**config.mk**
```make
export PLATFORM = sky130hd
export DESIGN_NAME = snn_batch_sched
export DESIGN_NICKNAME = d
export VERILOG_FILES = /design/src/rtl/snn_batch_sched.sv
export SDC_FILE = /design/constraint.sdc
export NUM_CORES = 1
export LEC_CHECK = 0
export ABC_CLOCK_PERIOD_IN_PS = 2500
export CORE_UTILIZATION = 47
export CTS_CLUSTER_SIZE = 20
export DETAILED_ROUTE_END_ITERATION = 12
export PLACE_DENSITY = 0.89
export SYNTH_ARGS = -nofsm -noshare
export SYNTH_HDL_FRONTEND = slang
export SYNTH_SLANG_ARGS = --single-unit
```
**constraint.sdc**
```tcl
create_clock -name clk -period 2.5 [get_ports clk]
set_input_delay 0.375 -clock clk [delete_from_list [all_inputs] [get_ports clk]]
set_output_delay 0.375 -clock clk [all_outputs]
set_load 0.01 [all_outputs]
```
**src/rtl/snn_batch_sched.sv**
```systemverilog
`default_nettype none
// snn_batch_sched: runs one snn_core classification per sample bank, scores each
// digit against its label and reports per-sample results and batch totals.
module snn_batch_sched #(
  parameter int NUM_SAMPLES = 10,
  parameter int ADDR_WIDTH  = 10,
  parameter int TIMEOUT     = 1048576
) (
  input  logic                                 clk,
  input  logic                                 rst_n,
  input  logic                                 go_i,
  input  logic                                 abort_i,
  input  logic [4*NUM_SAMPLES-1:0]             label_vec_i,
  output logic                                 core_start_o,
  input  logic                                 core_done_i,
  input  logic [3:0]                           core_digit_i,
  input  logic [ADDR_WIDTH-1:0]                core_addr_i,
  output logic                                 core_q_o,
  output logic [ADDR_WIDTH-1:0]                bank_addr_o,
  input  logic [NUM_SAMPLES-1:0]               bank_q_i,
  output logic                                 busy_o,
  output logic                                 result_valid_o,
  output logic [$clog2(NUM_SAMPLES)-1:0]       result_idx_o,
  output logic [3:0]                           result_digit_o,
  output logic                                 result_pass_o,
  output logic [$clog2(NUM_SAMPLES+1)-1:0]     pass_cnt_o,
  output logic [$clog2(NUM_SAMPLES+1)-1:0]     fail_cnt_o,
  output logic                                 batch_done_o
);

  localparam int IDX_W  = $clog2(NUM_SAMPLES);
  localparam int CNT_W  = $clog2(NUM_SAMPLES + 1);
  localparam int WDOG_W = $clog2(TIMEOUT + 1);
  localparam logic [IDX_W-1:0]  LAST_IDX = IDX_W'(NUM_SAMPLES - 1);
  localparam logic [WDOG_W-1:0] WDOG_MAX = WDOG_W'(TIMEOUT - 1);

  typedef enum logic [2:0] {
    S_IDLE  = 3'd0,
    S_START = 3'd1,
    S_WAIT  = 3'd2,
    S_CHECK = 3'd3,
    S_DONE  = 3'd4
  } state_t;

  state_t              state_q;
  logic [IDX_W-1:0]    sel_q;
  logic [WDOG_W-1:0]   wdog_q;
  logic                done_r_q;
  logic                busy_q;
  logic                core_start_q;
  logic                result_valid_q;
  logic [IDX_W-1:0]    result_idx_q;
  logic [3:0]          result_digit_q;
  logic                result_pass_q;
  logic [CNT_W-1:0]    pass_cnt_q;
  logic [CNT_W-1:0]    fail_cnt_q;
  logic                batch_done_q;

  logic [3:0]          labels [NUM_SAMPLES];
  logic                done_evt;
  logic                digit_hit;

  for (genvar gi = 0; gi < NUM_SAMPLES; gi++) begin : g_label
    assign labels[gi] = label_vec_i[4*gi +: 4];
  end

  assign done_evt    = core_done_i & ~done_r_q;
  assign digit_hit   = done_evt & (core_digit_i == labels[sel_q]);
  assign bank_addr_o = core_addr_i;
  assign core_q_o    = bank_q_i[sel_q];

  always_ff @(posedge clk or negedge rst_n) begin
    if (!rst_n) begin
      state_q        <= S_IDLE;
      sel_q          <= '0;
      wdog_q         <= '0;
      done_r_q       <= 1'b0;
      busy_q         <= 1'b0;
      core_start_q   <= 1'b0;
      result_valid_q <= 1'b0;
      result_idx_q   <= '0;
      result_digit_q <= '0;
      result_pass_q  <= 1'b0;
      pass_cnt_q     <= '0;
      fail_cnt_q     <= '0;
      batch_done_q   <= 1'b0;
    end else begin
      done_r_q <= core_done_i;
      if (abort_i) begin
        state_q        <= S_IDLE;
        busy_q         <= 1'b0;
        core_start_q   <= 1'b0;
        result_valid_q <= 1'b0;
        batch_done_q   <= 1'b0;
      end else begin
        case (state_q)
          S_IDLE: begin
            if (go_i) begin
              pass_cnt_q     <= '0;
              fail_cnt_q     <= '0;
              result_idx_q   <= '0;
              result_digit_q <= '0;
              result_pass_q  <= 1'b0;
              sel_q          <= '0;
              busy_q         <= 1'b1;
              core_start_q   <= 1'b1;
              state_q        <= S_START;
            end
          end
          S_START: begin
            // Masks a done level left over from the previous sample's run.
            done_r_q     <= 1'b1;
            core_start_q <= 1'b0;
            wdog_q       <= '0;
            state_q      <= S_WAIT;
          end
          S_WAIT: begin
            wdog_q <= wdog_q + WDOG_W'(1);
            if (done_evt || (wdog_q == WDOG_MAX)) begin
              result_valid_q <= 1'b1;
              result_idx_q   <= sel_q;
              result_digit_q <= done_evt ? core_digit_i : 4'hF;
              result_pass_q  <= digit_hit;
              if (digit_hit) pass_cnt_q <= pass_cnt_q + CNT_W'(1);
              else           fail_cnt_q <= fail_cnt_q + CNT_W'(1);
              state_q        <= S_CHECK;
            end
          end
          S_CHECK: begin
            result_valid_q <= 1'b0;
            if (sel_q == LAST_IDX) begin
              batch_done_q <= 1'b1;
              state_q      <= S_DONE;
            end else begin
              sel_q        <= sel_q + IDX_W'(1);
              core_start_q <= 1'b1;
              state_q      <= S_START;
            end
          end
          S_DONE: begin
            batch_done_q <= 1'b0;
            busy_q       <= 1'b0;
            state_q      <= S_IDLE;
          end
          default: begin
            busy_q  <= 1'b0;
            state_q <= S_IDLE;
          end
        endcase
      end
    end
  end

  assign busy_o         = busy_q;
  assign core_start_o   = core_start_q;
  assign result_valid_o = result_valid_q;
  assign result_idx_o   = result_idx_q;
  assign result_digit_o = result_digit_q;
  assign result_pass_o  = result_pass_q;
  assign pass_cnt_o     = pass_cnt_q;
  assign fail_cnt_o     = fail_cnt_q;
  assign batch_done_o   = batch_done_q;

endmodule
`default_nettype wire
```
==> metrics.md <==
| Metric | Value |
|---|---|
| Worst path arrival time | 2.65 ns |
| Worst-margin pin slew | 0.640 ns |
| Final core occ | 66.0% |
| Synth top cells by count | dfrtp_1 (50), nand2_1 (43), nor2_1 (41), o21ai_0 (27), nand3_1 (17) |
| Critical Path RT | 2.70 ns |
| Initial antenna violation count | 0 |
| Worst vdd ir | 0.539 mV |
| Final period util | 98.0% |
| Inserted Diodes | 0 |
| Post-synth top area share | 38.5% |
| Max-cap check violation count | 0 |
| P per Cell Area | 656 nW/um^2 |
| Final Max Slew Viols | 0 |
| Final setup viols | 0 |
| Largest net degree at the start of global routing | 51 |
| DR WL/cell | 16.2 um |
| Final HPWL DP | 6.53 mm |
| Port Buffer Count | 80 |
| Number of I/O pins | 101 |
| Synth Warn # | 0 |
| Routed wl met3 | 445 um |
| Cts hold-fix bufs | 0 |
| Final Skew | 0.00983 ns |
| Delay-heaviest family, CP | compound AO/OA/AOI/OAI gates |
| Seq/Total Area, Yosys | 38.5% |
| Highest Signal Layer | met4 |
| Setup CP Type | flop to flop |
| H-Tree Depth | 2 |
| Vert. Die Dim | 85.2 um |
| Final Hold Fails | 0 |
| Crit Path Max Fanout | 14 |
| Clock-pin slew reported for the worst setup and hold paths after clock tree synthesis | 0.10 ns |
| HP Class | input pin to asynchronous set/reset pin |
| Async set-reset flop share out of synthesis | 100% |
| Max-slew headroom | 57.3% |
| Bufs on Longest Clock Path | 2 |
| Gpl congestion | 0.860 |
| Vias in the first global route | 3061 |
| Startpoint Class | flop |
| Clock Sinks | 50 |
| Top post-synthesis cells by area | dfrtp_1 (38%), nand2_1 (5.0%), mux2i_1 (4.9%), nor2_1 (4.7%), o21ai_0 (4.2%) |
| Share of layout cells above drive strength 1 | 12.3% |
| Remaining DRCs | 0 |
| Number of flops mapped to enable cells by yosys | 0 |
| Fin nets | 521 |
| TritonCTS clock tree | yes |
| Worst-Skew Late Latency | 0.31 ns |
| Crit-path slowest cell | dfrtp_2 |
| Initial Util | 50.0% |
| Pleak | 1.79 nW |
| Most frequent CP cell | buf_4 |
| Syn Inst Count | 361 |
| CP cell instances | buf_4, buf_12, mux2i_1, a221o_1, o211a_1, o2111ai_4, nor3_2, buf_4, a311o_1 |
| Synth cell types | 57 |
| Vias per cell | 5.83 |
| Vias | 3062 |
| Global-route congestion overflow total | 0 |
| DP Worst Slack | -0.0568 ns |
| Total power | 2.81 mW |
| Syn Nets | 435 |
| DRT antenna net count | 0 |
| Status | finished, final reports clean |
| Die Wd | 85.2 um |
| Main synth FF type | dfrtp_1 |
| Largest stage delay on the critical path | 0.44 ns |
| Clk root buf | clkbuf_8 |
| RSZ-0062 raised after global routing | yes |
| Cts bufs inserted | 5 |
| Rows | 29 |
| FMAX | 408 MHz |
| Post-synth top area cell | dfrtp_1 |
| Initial drt markers | 318 |
| Seq cells post-synth | 50 |
| Met1 WL | 3.76 mm |
| DR pass1 iterations | 6 |
| Final worst slack | 0.0496 ns |
| Top-count cell post-synth | dfrtp_1 |
| Post-Syn Area | 3250 sq um |
| Die ar. | 7250 sq um |
| Mapped Avg Cell Area | 9.00 sq um |
| Drt total wl | 8.50 mm |
| Global-route wire length before repair | 14.4 mm |
| Tmin final | 2.45 ns |
| Buf/Inv on CP | 3 |
| P&R area growth vs syn | 31.8% |
| Met2 wire length | 4.12 mm |
| Total GRT Usage | 24.9% |
| Core area | 6490 sq um |
| Setup crit end kind | flop |
-- worst register-to-register path: stages (launching register included) --
cell,delay (ns)
dfrtp_2,0.44
buf_4,0.15
buf_12,0.14
mux2i_1,0.13
a221o_1,0.38
o211a_1,0.28
o2111ai_4,0.23
nor3_2,0.08
buf_4,0.17
a311o_1,0.35
-- stage by stage --
step | hold WS (ns) | TNS, ns | cell area (sq um) | std cells
floorplan | 0.0794 | 0 | 3250 | 361
global placement | 0.452 | -0.0754 | 4160 | 515
detailed placement | 0.455 | -0.132 | 4160 | 515
CTS | 0.191 | 0 | 4270 | 525
global route | 0.228 | -0.0532 | 4290 | 525
finish | 0.167 | 0 | 4290 | 525
-- worst paths after layout --
kind	slack, ns	to	startpoint	cells after the start
setup reg to reg	0.05	fail_cnt_o[1]$_DFFE_PN0P_	sel_q[0]$_DFFE_PN0P_	9
hold / removal	0.17	wdog_q[16]$_DFFE_PN0P_	rst_n	2
max in group asynchronous	1.87	sel_q[0]$_DFFE_PN0P_	rst_n	2
hold reg to reg	0.47	result_idx_o[3]$_DFFE_PN0P_	result_idx_o[3]$_DFFE_PN0P_	2
setup / recovery	0.05	fail_cnt_o[1]$_DFFE_PN0P_	sel_q[0]$_DFFE_PN0P_	9
min in group clk	0.47	result_idx_o[3]$_DFFE_PN0P_	result_idx_o[3]$_DFFE_PN0P_	2
-- metal layers --
layer,GRT usage (%),up-vias
met5,0,-
met4,7.55,0
met3,3.70,17
met2,41.4,94
met1,33.8,1496
li1,-,1455
-- cells by family after synthesis --
family / after synthesis / share of synthesized area, %
buf+inv: 34 / 6.08
fa+ha+maj: 5 / 1.92
xor+xnor: 19 / 5.12
flops: 50 / 38.5
simple gates: 162 / 25.8
mux: 23 / 9.08
compound gates: 68 / 13.5
-- power by group --
part           internal, mW  total [mW]  leakage [nW]  switching [mW]
registers             0.945        1.12         0.677           0.180
clock network         0.224       0.491        0.0482           0.267
logic                 0.630        1.19          1.06           0.565
total                  1.80        2.81          1.79            1.01
-- registers in the layout, summed over array words and instances (netlist names) --
signal / cells
busy_o: 1
result_idx_o: 4
pass_cnt_o: 4
core_start_o: 1
sel_q: 4
result_valid_o: 1
result_pass_o: 1
state_q: 3
batch_done_o: 1
fail_cnt_o: 4
result_digit_o: 4
done_r_q: 1
wdog_q: 21
-- cell usage in the layout (no fill, tap or decap), types with 2 or more instances in the layout --
| master | count |
|---|---|
| buf_4 | 24 |
| or3_1 | 6 |
| and2_1 | 3 |
| a221o_1 | 4 |
| or2_2 | 2 |
| mux2_2 | 2 |
| nand3_1 | 17 |
| or4_1 | 3 |
| clkdlybuf4s50_1 | 78 |
| or2_1 | 3 |
| nand4_1 | 7 |
| nand2b_1 | 3 |
| o31ai_1 | 3 |
| nand4b_1 | 3 |
| a21oi_2 | 2 |
| nor3_1 | 8 |
| mux4_2 | 5 |
| nor2_1 | 41 |
| clkbuf_8 | 6 |
| inv_1 | 7 |
| a31oi_1 | 5 |
| mux2i_1 | 16 |
| nor4_1 | 2 |
| and3_1 | 6 |
| xnor2_1 | 7 |
| dfrtp_1 | 49 |
| o21ai_0 | 27 |
| a21oi_1 | 12 |
| nand2_1 | 43 |
| nor3_2 | 2 |
| ha_1 | 5 |
| xor2_1 | 12 |
| nor2b_1 | 4 |
| o211ai_1 | 3 |
-- area by class of cell --
cell class,count,area [sq um]
fillers,499,2210
multi-input cells,277,1820
flip-flops and latches,50,1250
repair buffers,105,998
well taps,77,96.3
clock buffers,7,86.3
inverters,8,30.0
clock inverters,1,5.00
-- timing repair --
item | CTS | global route
setup endpoints to repair | 1 | 3
resized for setup | 1 | 3
setup buffers | 2 | 0
Note: power is estimated with default switching activity, not from simulation.
